`src/rtl/pipe_ctrl_pkg.sv`:
```
// rtl/pipe_ctrl_pkg.sv - shared encodings for the pipeline hazard controller
package pipe_ctrl_pkg;

    // ALU operand source selects
    localparam logic [1:0] FWD_REG   = 2'b00;
    localparam logic [1:0] FWD_EXMEM = 2'b01;
    localparam logic [1:0] FWD_MEMWB = 2'b10;

    // Hazard FSM state encodings
    localparam logic [1:0] ST_RUN      = 2'b00;
    localparam logic [1:0] ST_LU_STALL = 2'b01;
    localparam logic [1:0] ST_MEM_WAIT = 2'b10;
    localparam logic [1:0] ST_HALT     = 2'b11;

    // Stage-register control bundle
    typedef struct packed {
        logic pc_en;
        logic ifid_en;
        logic idex_en;
        logic exmem_en;
        logic memwb_en;
        logic ifid_clr;
        logic idex_clr;
        logic exmem_clr;
    } stage_ctrl_t;

    // Canned control patterns: {enables[4:0], clears[2:0]}
    localparam stage_ctrl_t CTRL_FLOW   = 8'b11111_000; // normal advance
    localparam stage_ctrl_t CTRL_FREEZE = 8'b00000_000; // hold everything
    localparam stage_ctrl_t CTRL_FLUSH  = 8'b11111_111; // taken branch, three bubbles
    localparam stage_ctrl_t CTRL_LU     = 8'b00111_010; // hold PC and IF/ID, bubble into EX
    localparam stage_ctrl_t CTRL_RESET  = 8'b00000_111; // held while reset is asserted

endpackage

```
`src/rtl/pipeline_hazard_ctrl_fwd_sel.sv`:
```
// rtl/pipeline_hazard_ctrl_fwd_sel.sv - forwarding select for one EX source operand
module fwd_sel #(
    parameter int RA_W = 5
) (
    input  logic [RA_W-1:0] src,
    input  logic [RA_W-1:0] mem_dst,
    input  logic            mem_regwr,
    input  logic [RA_W-1:0] wb_dst,
    input  logic            wb_regwr,
    output logic [1:0]      sel
);
    import pipe_ctrl_pkg::*;

    // Youngest producer (EX/MEM) wins over MEM/WB; $0 is hardwired zero so never forwarded
    always_comb begin
        sel = FWD_REG;
        if (mem_regwr && (mem_dst != '0) && (mem_dst == src)) begin
            sel = FWD_EXMEM;
        end else if (wb_regwr && (wb_dst != '0) && (wb_dst == src)) begin
            sel = FWD_MEMWB;
        end
    end

endmodule

```
`src/rtl/pipeline_hazard_ctrl.sv`:
```
// rtl/pipeline_hazard_ctrl.sv - stall/flush/freeze and forwarding control for the 5-stage pipeline
module pipeline_hazard_ctrl #(
    parameter int RA_W        = 5,
    parameter int CNT_W       = 16,
    parameter int MEM_TIMEOUT = 8
) (
    input  logic             clk,
    input  logic             reset,
    input  logic [RA_W-1:0]  id_rs,
    input  logic [RA_W-1:0]  id_rt,
    input  logic             id_uses_rt,
    input  logic [RA_W-1:0]  ex_rs,
    input  logic [RA_W-1:0]  ex_rt,
    input  logic [RA_W-1:0]  ex_dst,
    input  logic             ex_regwr,
    input  logic             ex_memrd,
    input  logic [RA_W-1:0]  mem_dst,
    input  logic             mem_regwr,
    input  logic [RA_W-1:0]  wb_dst,
    input  logic             wb_regwr,
    input  logic             branch_taken,
    input  logic             dmem_req,
    input  logic             dmem_ready,
    output logic             pc_en,
    output logic             ifid_en,
    output logic             idex_en,
    output logic             exmem_en,
    output logic             memwb_en,
    output logic             ifid_clr,
    output logic             idex_clr,
    output logic             exmem_clr,
    output logic [1:0]       fwd_a,
    output logic [1:0]       fwd_b,
    output logic [CNT_W-1:0] stall_cnt,
    output logic [CNT_W-1:0] flush_cnt,
    output logic             mem_err
);
    import pipe_ctrl_pkg::*;

    localparam logic [8:0] TIMEOUT_V = 9'(MEM_TIMEOUT);

    logic [1:0]  state;
    logic [1:0]  state_nxt;
    logic [7:0]  wait_cnt;
    logic [8:0]  wait_cnt_inc;
    logic        mem_wait;
    logic        lu_hazard;
    logic        wait_inc;
    logic        wait_clr;
    logic        timeout;
    logic        flush_evt;
    logic        stall_evt;
    stage_ctrl_t ctrl;
    stage_ctrl_t ctrl_out;
    logic [1:0]  sel_a;
    logic [1:0]  sel_b;

    fwd_sel #(.RA_W(RA_W)) u_fwd_a (
        .src       (ex_rs),
        .mem_dst   (mem_dst),
        .mem_regwr (mem_regwr),
        .wb_dst    (wb_dst),
        .wb_regwr  (wb_regwr),
        .sel       (sel_a)
    );

    fwd_sel #(.RA_W(RA_W)) u_fwd_b (
        .src       (ex_rt),
        .mem_dst   (mem_dst),
        .mem_regwr (mem_regwr),
        .wb_dst    (wb_dst),
        .wb_regwr  (wb_regwr),
        .sel       (sel_b)
    );

    assign mem_wait     = dmem_req && !dmem_ready;
    assign wait_cnt_inc = {1'b0, wait_cnt} + 9'd1;
    assign lu_hazard    = ex_memrd && ex_regwr && (ex_dst != '0) &&
                          ((ex_dst == id_rs) || (id_uses_rt && (ex_dst == id_rt)));

    // Next-state and control decode: HALT > memory wait > branch flush > load-use
    always_comb begin
        ctrl      = CTRL_FLOW;
        state_nxt = state;
        wait_inc  = 1'b0;
        wait_clr  = 1'b0;
        timeout   = 1'b0;
        flush_evt = 1'b0;
        stall_evt = 1'b0;
        if (state == ST_HALT) begin
            ctrl      = CTRL_FREEZE;
            state_nxt = ST_HALT;
        end else if (mem_wait) begin
            ctrl      = CTRL_FREEZE;
            state_nxt = ST_MEM_WAIT;
            wait_inc  = 1'b1;
            if (wait_cnt_inc >= TIMEOUT_V) begin
                timeout   = 1'b1;
                state_nxt = ST_HALT;
            end
        end else begin
            // Leaving MEM_WAIT (or never in it): pipeline flows, a branch here is still honoured
            wait_clr  = 1'b1;
            state_nxt = ST_RUN;
            if (branch_taken) begin
                ctrl      = CTRL_FLUSH;
                flush_evt = 1'b1;
            end else if ((state == ST_RUN) && lu_hazard) begin
                ctrl      = CTRL_LU;
                stall_evt = 1'b1;
                state_nxt = ST_LU_STALL;
            end
        end
    end

    // Reset overrides all stage controls and parks forwarding on the register path
    always_comb begin
        ctrl_out = ctrl;
        fwd_a    = sel_a;
        fwd_b    = sel_b;
        if (!reset) begin
            ctrl_out = CTRL_RESET;
            fwd_a    = FWD_REG;
            fwd_b    = FWD_REG;
        end
    end

    assign pc_en     = ctrl_out.pc_en;
    assign ifid_en   = ctrl_out.ifid_en;
    assign idex_en   = ctrl_out.idex_en;
    assign exmem_en  = ctrl_out.exmem_en;
    assign memwb_en  = ctrl_out.memwb_en;
    assign ifid_clr  = ctrl_out.ifid_clr;
    assign idex_clr  = ctrl_out.idex_clr;
    assign exmem_clr = ctrl_out.exmem_clr;

    // FSM state register
    always_ff @(posedge clk or negedge reset) begin
        if (!reset) begin
            state <= ST_RUN;
        end else begin
            state <= state_nxt;
        end
    end

    // Consecutive dmem wait cycles; frozen once halted
    always_ff @(posedge clk or negedge reset) begin
        if (!reset) begin
            wait_cnt <= '0;
        end else if (wait_clr) begin
            wait_cnt <= '0;
        end else if (wait_inc) begin
            wait_cnt <= wait_cnt_inc[7:0];
        end
    end

    // Sticky timeout flag, cleared only by reset
    always_ff @(posedge clk or negedge reset) begin
        if (!reset) begin
            mem_err <= 1'b0;
        end else if (timeout) begin
            mem_err <= 1'b1;
        end
    end

    // Load-use stall counter, saturating
    always_ff @(posedge clk or negedge reset) begin
        if (!reset) begin
            stall_cnt <= '0;
        end else if (stall_evt && (stall_cnt != '1)) begin
            stall_cnt <= stall_cnt + 1'b1;
        end
    end

    // Taken-branch flush counter, saturating
    always_ff @(posedge clk or negedge reset) begin
        if (!reset) begin
            flush_cnt <= '0;
        end else if (flush_evt && (flush_cnt != '1)) begin
            flush_cnt <= flush_cnt + 1'b1;
        end
    end

endmodule
```
`config.mk`:
```
export PLATFORM = sky130hd
export DESIGN_NAME = pipeline_hazard_ctrl
export DESIGN_NICKNAME = d
export VERILOG_FILES = /design/src/rtl/pipe_ctrl_pkg.sv /design/src/rtl/pipeline_hazard_ctrl_fwd_sel.sv /design/src/rtl/pipeline_hazard_ctrl.sv
export SDC_FILE = /design/constraint.sdc
export NUM_CORES = 1
export LEC_CHECK = 0
export ABC_AREA = 0
export CAP_MARGIN = 15
export CORE_MARGIN = 2
export CORE_UTILIZATION = 46
export DETAILED_ROUTE_END_ITERATION = 12
export GPL_ROUTABILITY_DRIVEN = 0
export GPL_TIMING_DRIVEN = 0
export PLACE_DENSITY = 0.84
export SLEW_MARGIN = 10
export SYNTH_ARGS = -nofsm -noshare
export SYNTH_HDL_FRONTEND = slang
export SYNTH_HIERARCHICAL = 1
export SYNTH_SLANG_ARGS = --single-unit
```
`constraint.sdc`:
```
create_clock -name clk -period 2.2 [get_ports clk]
set_input_delay 0.22 -clock clk [delete_from_list [all_inputs] [get_ports clk]]
set_output_delay 0.22 -clock clk [all_outputs]
set_load 0.03 [all_outputs]
```
# ---- After elaboration in Yosys (flattened, before gate mapping)
# Index checks and enable logic that the tools add are counted.
dict set report word_totals {
  reg_bits 43
  input_bits 45
  word_cells 71
}
dict set report op_classes {
  addsub 3
  n_lt_le_gt_ge 1
  n_eq_ne 9
  n_mux 32
  n_reduce_logical 21
}
# cell n
set ops {}
lappend ops {{two-way mux 8 bit} 7}
lappend ops {{adder 16 x 1 -> 16 bit (second input constant)} 2}
lappend ops {{inequality test 16 bit (second input constant)} 2}
lappend ops {{== test 5 bit} 6}
lappend ops {{two-way mux 1 bit} 17}
lappend ops {{two-way mux 2 bit} 8}
lappend ops {{nonzero test 5 bit} 3}
lappend ops {{logical AND 1 bit} 14}
lappend ops {{adder 8 x 1 -> 9 bit (second input constant)} 1}
lappend ops {{>= comparator 9 x 4 -> 1 bit (second input constant)} 1}
lappend ops {{== test 2 bit (second input constant)} 1}
lappend ops {{zero test 2 bit} 1}
lappend ops {{nonzero test 2 bit} 1}
lappend ops {{zero test 1 bit} 1}
lappend ops {{logical OR 1 bit} 1}

# ---- Depth between registers and ports, before layout
# Gate-level depths: netlist of run 1.
dict set report depth {
  word_depth 10
  ltp_mapped 8
  ltp_nobuf 7
}

# ---- By module
# Netlist of run 1, hierarchy kept.
# mod n_inst cells_per_inst area_each_um2 seq_area_each_um2
set by_module_without_submodules {}
lappend by_module_without_submodules {pipeline_hazard_ctrl 1 239 2349.8 1076.0}
lappend by_module_without_submodules {fwd_sel 2 20 151.4 0.0}

# ---- Worst setup path before layout of run 1
# OpenSTA, ideal clock, no wires.
dict set report synth_timing {
  path_type {input-to-output}
  startpoint {in ex_dst[1]}
  endpoint {out pc_en}
  t_arrival_ns 1.744
  path_slack_ns 0.236
  stages 5
  path_buffers 1
  path_cell_list {or4_4 -> o21ai_2 -> nor3b_1 -> nor2b_1 -> buf_4}
}
dict set report synth_via {
  elab_chain_len 10
}
# element line
set synth_rtl {}
lappend synth_rtl {{from (decl)} pipeline_hazard_ctrl.sv:14} ;# input logic [RA_W-1:0] ex_dst,
lappend synth_rtl {{== test 5 bit} pipeline_hazard_ctrl.sv:79} ;# ((ex_dst == id_rs) || (id_uses_rt && (ex_dst == id_rt)));
lappend synth_rtl {{logical AND 1 bit} pipeline_hazard_ctrl.sv:79}
lappend synth_rtl {{logical OR 1 bit} pipeline_hazard_ctrl.sv:79}
lappend synth_rtl {{logical AND 1 bit *} pipeline_hazard_ctrl.sv:78} ;# assign lu_hazard = ex_memrd && ex_regwr && (ex_dst != '0) &&
lappend synth_rtl {{logical AND 1 bit *} pipeline_hazard_ctrl.sv:108} ;# end else if ((state == ST_RUN) && lu_hazard) begin
lappend synth_rtl {{two-way mux 8 bit *} pipeline_hazard_ctrl.sv:108}
lappend synth_rtl {{two-way mux 8 bit *} pipeline_hazard_ctrl.sv:105} ;# if (branch_taken) begin
lappend synth_rtl {{two-way mux 8 bit *} pipeline_hazard_ctrl.sv:93} ;# end else if (mem_wait) begin
lappend synth_rtl {{two-way mux 8 bit *} pipeline_hazard_ctrl.sv:90} ;# if (state == ST_HALT) begin
lappend synth_rtl {{two-way mux 8 bit *} pipeline_hazard_ctrl.sv:121} ;# if (!reset) begin
lappend synth_rtl {{to (decl)} pipeline_hazard_ctrl.sv:24} ;# output logic pc_en,
# Every way passes the cells marked *; elsewhere a longest branch is shown, timed or not.

# ---- Worst setup path after layout of run 1
dict set report layout_timing {
  startpoint {in ex_dst[3]}
  endpoint {out pc_en}
}
# Same word-level chain as after synthesis.

==> key figures, run 1 <==
Synthesis
  – Syn_area_per_cell: 9.51 um^2
  – Synthesized-area fraction occupied by and/or/nand/nor cells: 26.4%
  – Mapped Area: 2650 um^2
  – Syn nets: 327
  – Distinct cells, synth: 42
  – Largest family of logic cells by synthesized area: simple AND/OR/NAND/NOR gates
  – Synth Area in XOR/XNOR: 18.5%
  – Multiplexer share of the synthesized area: 2.17%
  – Post-synthesis cell count: 279
  – Synthesis-stage register bit count: 43
  – Synth warn: 6
  – Post-synthesis sequential area ratio: 40.6%
  – Synth Area in Compound Gates: 7.74%
  – Synth Area in Adders: 1.42%

Placed design
  – Port Buf Inserts: 89
  – Pre-CTS WS: -0.698 ns
  – # placed instances: 441
  – HPWL Detailed: 4970 um

Global route
  – Pin count of the biggest net entering global routing: 30
  – GRT overflow: 0
  – First-pass GRT wire length: 10400 um
  – Vias in the first global route: 2258
  – Tot GR Track Use: 20.6%
  – Initial antenna violation count: 0

STA
  – Final Hold Fails: 0
  – Setup violations, final: 0
  – Period minus WS final: 2.13 ns
  – Fin crit share: 96.9%
  – Worst Skew: 0.00811 ns
  – Slew HR: 56.3%
  – Fin. max-slew vios: 0
  – Fmax: 469 MHz
  – RSZ-0062 raised after global routing: false
  – Slew @ Worst Pin: 0.653 ns
  – Final worst slack: 0.0678 ns

Setup path
  – Critical path fanouts, max: 3
  – Crit end category: output port
  – CP Launch Point: ex_dst[3]
  – Crit Path Class: input pin to output port
  – Startpoint types: input pin
  – Reg2reg start: stall_cnt[0]
  – Worst EP required: 1.98 ns
  – Reg2Reg Setup Slack: 0.16 ns
  – WP data arrival: 1.91 ns

Detailed routing
  – Initial DRC count: 103
  – DRT Wirelength: 6660 um
  – # DRC: 0
  – Vias per cell: 5.30
  – Drt first pass iters: 4
  – Post-DRT Antenna Nets: 0
  – Routed vias: 2404
  – Routed len/inst: 14.7 um

Pwr
  – PD cells: 411 nW/um^2
  – P_leak: 1.68 nW
  – Max rail drop VDD: 0.350 mV

Clocking
  – Maximum clock insertion buffer count: 2
  – Clock root buffer: clkbuf_8
  – CTS tree: yes
  – Inserted Clock Buffers: 5
  – CTS H-tree depth: 2
  – Clock Sinks: 43
  – Clock transition at path regs: 0.08 ns
  – Clk_lat worst skew: 0.29 ns

Floorplanning
  – FP Rows: 27
  – I/O pin count: 90
  – Die area: 6390 um^2
  – Chip Width: 79.9 um
  – Die Y: 79.9 um
  – Total core area: 5540 um^2
  – Initial cell density of the core: 47.9%

Layout
  – Final non-filler cell total: 454
  – Reg area: 1080 um^2
  – Area delta synth->final: 43.5%
  – Post-layout nets: 429
  – Antenna Cells: 0
  – FILL cells: 444
  – Multi-input logic area: 1520 um^2
  – Layout cell share with drive strength beyond 1: 12.8%

Run
  – Max-cap violations: 0

Outcome
  – Status: finished clean

Min path
  – Worst Hold Class: input pin to asynchronous set/reset pin
[cell type report]
type / count / share of cell area, %
buffer: 10 / 1.84
clock buffer: 8 / 2.63
multi-input combinational: 222 / 39.9
sequential: 43 / 28.3
timing repair buffer: 95 / 24.6
tap: 72 / 2.37
inverter: 4 / 0.394
[final timing paths]
kind,end,cells past startpoint
max,pc_en,8
min,wait_cnt[7],3
max reg2reg,stall_cnt[9],8
min reg2reg,mem_err,1
max in group asynchronous,stall_cnt[8],2
min in group clk,mem_err,1
[cells by family after synthesis]
family	count (synthesis)
fa+ha+maj	3
mux	5
compound gates	28
buf+inv	14
simple gates	130
flops	43
xor+xnor	56
[through the flow]
| step | power, mW | cell area, um^2 | util (%) | TNS, ns | hold slack, ns |
|---|---|---|---|---|---|
| floorplan | 0.884 | 2650 | - | 0 | -0.0756 |
| global placement | 1.02 | 3630 | 65.6 | -31.01 | 0.455 |
| detailed placement | 1.02 | 3650 | 65.9 | -3.11 | 0.177 |
| CTS | 1.57 | 3800 | 68.6 | 0 | 0.0444 |
| global route | 1.62 | 3810 | 68.7 | 0 | 0.0646 |
| finish | 1.56 | 3810 | 68.7 | 0 | 0.0257 |
[timing repair]
action | 4_1_cts | 5_1_grt
endpoints found under the hold margin | 14 | 0
pin swaps | 1 | 5
gates resized for setup | 29 | 11
hold buffers | 2 | 0
endpoints found under the setup margin | 11 | 7
buffers inserted | 2 | 1
[per-layer routing]
layer,GRT usage [%],wire length (um),up-vias
met3,5.32,465,6
li1,-,-,1177
met2,34.8,3210,74
met1,26.3,2920,1147
met4,5.08,76,0
met5,0,0,-
[worst max-delay path, cell delays in order]
cell             delay [ns]
clkdlybuf4s50_1        0.55
xnor2_1                0.13
nand4_1                0.18
o22ai_4                0.21
nor3b_4                0.26
nor2b_2                0.07
buf_4                  0.13
buf_4                  0.16
[Yosys cell counts]
master      n  share of area (%)
a211oi_2    2               0.94
a21o_1      2               0.57
a21oi_1     4               0.75
a21oi_2     1               0.33
a22o_1      1               0.33
a31oi_1     2               0.47
and2_1      5                1.2
and3_1      5                1.2
and4_1      3               0.99
and4bb_2    1               0.47
buf_12      1               0.75
buf_2       1               0.19
buf_4       4                1.1
clkbuf_1    4               0.57
dfrtp_1    43                 41
ha_1        3                1.4
inv_1       4               0.57
mux2_2      2               0.85
mux2_4      1               0.57
mux2i_1     2               0.75
nand2_1    33                4.7
nand2b_1    1               0.24
nand3_1    23                4.3
nand3_4     1               0.66
nand3b_1    1               0.28
nand4_1     5                1.2
nand4bb_1   1               0.42
nor2_1     22                3.1
nor2_2      1               0.24
nor2b_1     1               0.24
nor3_1     11                2.1
nor3_2      8                3.0
nor3b_1     1               0.28
nor4_1      6                1.4
o21ai_0    11                2.1
o21ai_2     1               0.33
o22ai_1     1               0.24
o22ai_2     1               0.47
o41ai_2     2                1.2
or4_4       1               0.42
xnor2_1    33                 11
xor2_1     23                7.6
[sequential cells by signal, summed over array words and instances (netlist names)]
register,count
state,2
stall_cnt,16
mem_err,1
flush_cnt,16
wait_cnt,8
[power by group]
part           internal, mW  total [mW]  switching (mW)
sequential            0.790       0.791        0.000979
combinational         0.124       0.224           0.100
clock                 0.287       0.549           0.262
[layout by cell type (no fill, tap or decap), types with 5 or more instances in the layout]
master and n:
nor2_1 22, o21ai_0 11, buf_4 9, dlygate4sd2_1 6, clkbuf_8 7, clkdlybuf4s50_1 72
nand2_1 33, dfrtp_1 43, xnor2_1 33, nor3_2 8, and3_1 5, and2_1 5
nor4_1 6, clkbuf_1 5, nor3_1 11, nand4_1 5, xor2_1 23, nand3_1 23
No activity file was read; power rests on OpenSTA's default activity.
==> run 2, diff against run 1 <==
--- a/config.mk
+++ b/config.mk
@@ -6,13 +6,15 @@
 export NUM_CORES = 1
 export LEC_CHECK = 0
 export ABC_AREA = 0
+export ABC_CLOCK_PERIOD_IN_PS = 2200
 export CAP_MARGIN = 15
-export CORE_MARGIN = 2
-export CORE_UTILIZATION = 46
+export CORE_MARGIN = 8
+export CORE_UTILIZATION = 50
 export DETAILED_ROUTE_END_ITERATION = 12
+export DONT_BUFFER_PORTS = 1
 export GPL_ROUTABILITY_DRIVEN = 0
 export GPL_TIMING_DRIVEN = 0
-export PLACE_DENSITY = 0.84
+export PLACE_DENSITY = 0.68
 export SLEW_MARGIN = 10
 export SYNTH_ARGS = -nofsm -noshare
 export SYNTH_HDL_FRONTEND = slang
==> run 2 against run 1 <==
Critical path type is now flop to flop. Critical endpoint is now stall_cnt[1]. Power shrank 1.5%. Setup slack gained 0.043 ns. Highest routed layer unchanged. Critical path depth shrank 2. Largest power group unchanged.
==> key figures, run 2 (synthesis gave the netlist of run 1 again) <==
Outcome
  – Status: finished clean

Clocking
  – Clock root buffer: clkbuf_8
  – Post-CTS Setup Repair Bufs: 0 (-2)
  – Clock Sinks: 43 (unchanged)
  – Inserted Clock Buffers: 5 (unchanged)
  – Maximum clock insertion buffer count: 2 (unchanged)
  – CTS H-tree depth: 2 (unchanged)
  – Clk_lat worst skew: 0.29 ns (about the same)
  – CTS tree: yes
  – Clock transition at path regs: 0.08 ns (about the same)

Placed design
  – Port Buf Inserts: 0 (-100%)
  – HPWL Detailed: 4830 um (-2.9%)

STA
  – Setup violations, final: 0 (unchanged)
  – Slew HR: 69.5% (+13 points)
  – WHS: 0.178 ns (+0.152 ns)
  – Slew @ Worst Pin: 0.456 ns (-0.197 ns)
  – Final Hold Fails: 0 (unchanged)
  – RSZ-0062 raised after global routing: false
  – Period minus WS final: 2.09 ns (-0.0435 ns)
  – Final TNS setup: 0 ns (unchanged)
  – Fin. max-slew vios: 0 (unchanged)
  – Fmax: 479 MHz (+2.1%)
  – Fin crit share: 94.9% (-2.0 points)
  – Worst Skew: 0.00525 ns (-0.00286 ns)

Detailed routing
  – DRT Wirelength: 6250 um (-6.1%)
  – Drt first pass iters: 4 (unchanged)
  – Routed len/inst: 17.4 um (+19%)
  – Post-DRT Antenna Nets: 0 (unchanged)
  – # DRC: 0 (unchanged)
  – Initial DRC count: 95 (-7.8%)
  – Routed vias: 1974 (-18%)
  – Vias per cell: 5.50 (+3.8%)

Layout
  – Largest regs: flush_cnt x16, stall_cnt x16, wait_cnt x8
  – Layout cell share with drive strength beyond 1: 15.6% (+2.7 points)
  – Area delta synth->final: 10.2%
  – Post-layout nets: 336 (-22%)
  – Antenna Cells: 0 (unchanged)
  – Most common cell after layout, fill and taps aside: dfrtp_1
  – Most frequent cells in the layout: dfrtp_1, xnor2_1, nand2_1, nand3_1, xor2_1
  – FILL cells: 480 (+8.1%)

Floorplanning
  – Initial cell density of the core: 51.9% (+4.1 points)
  – I/O pin count: 90 (unchanged)
  – Total core area: 5110 um^2 (-7.8%)
  – Die Y: 88.8 um (+11%)
  – Die area: 7890 um^2 (+24%)
  – FP Rows: 26 (-3.7%)
  – Chip Width: 88.8 um (+11%)

Setup path
  – WP data arrival: 2.26 ns (+0.35 ns)
  – Worst reg-to-reg path cell count: 6 (-2)
  – Crit Path Class: flop to flop
  – Critical path fanouts, max: 10 (+7)
  – Startpoint types: flop
  – Worst EP required: 2.37 ns (+0.39 ns)
  – Crit end category: flop

Global route
  – Pin count of the biggest net entering global routing: 44 (+47%)
  – Tot GR Track Use: 16.2% (-4.5 points)
  – First-pass GRT wire length: 10000 um (-3.3%)
  – GRT overflow: 0 (unchanged)
  – Initial antenna violation count: 0 (unchanged)
  – Vias in the first global route: 1945 (-14%)

Pwr
  – Final Power: 1.54 mW (-1.5%)
  – PD cells: 527 nW/um^2 (+28%)
  – Max rail drop VDD: 0.444 mV (+27%)
  – P_leak: 1.25 nW (-26%)

Min path
  – Worst Hold Class: input pin to flop
  – Worst Hold Depth: 2

Run
  – Max-cap violations: 0 (unchanged)
-- run 2: cell types whose count changed in the layout (fill, tap and decap cells not counted), sizes merged --
cell	delta
buf	-8
bufinv	+1
clkbuf	-5
clkdlybuf4s50	-72
clkinv	+1
dlygate4sd2	-6
dlymetal6s2s	-4
-- run 2: stage by stage --
step                std cells  area [um^2]  util [%]  worst slack [ns]
floorplan                 279         2650         -             0.236
global placement          349         2740      53.7            0.0124
detailed placement        349         2740      53.7            0.0134
CTS                       359         2910      57.0            0.0365
global route              359         2920      57.2           0.00652
finish                    359         2920      57.2             0.111
-- run 2: layer usage --
layer	wire length (um)	track usage (%)	vias up	part of all wire [%]
li1	-	-	978	-
met2	3000	25.7	54	48
met4	38	3.07	0	0.61
met1	2630	20.8	938	42
met3	582	5.29	4	9.3
met5	0	0	-	0
-- run 2: final cells by class --
type                    count  area, um^2  share of cell area, %
plain buffers              10        70.1                   2.40
clock buffers               6        82.6                   2.83
clock inverters             2        35.0                   1.20
inverters                   4        15.0                  0.514
multi-input cells         222        1520                   51.9
flip-flops and latches     43        1080                   36.9
well taps                  70        87.6                   3.00
repair buffers              2        37.5                   1.28
-- run 2: what timing repair did --
action	CTS	global route
resized for setup	5	4
cloned	0	0
hold endpoints to repair	43	0
hold buffers	2	0
pin swaps	0	0
setup endpoints to repair	3	4
-- run 2: power breakdown --
part / switching, mW / leakage [nW] / internal, mW
sequential: 0.000700 / 0.560 / 0.790
clock: 0.272 / 0.0612 / 0.368
combinational: 0.0561 / 0.628 / 0.0535
total: 0.329 / 1.25 / 1.21
-- run 2: final timing paths --
check                                  start            to  slack, ns
worst max-delay path            stall_cnt[3]  stall_cnt[1]       0.11
worst min-delay path                dmem_req      state[1]       0.18
worst max register to register  stall_cnt[3]  stall_cnt[1]       0.11
worst min register to register   wait_cnt[1]   wait_cnt[1]       0.55
max in group asynchronous              reset  stall_cnt[0]       1.54
min in group asynchronous              reset   wait_cnt[4]       0.43
-- run 2: critical path: stages, from the launching register on --
cell,delay (ns)
dfrtp_1,0.62
nand4_1,0.29
nor2_1,0.34
a21oi_2,0.13
nand3_4,0.16
buf_12,0.15
mux2_4,0.29
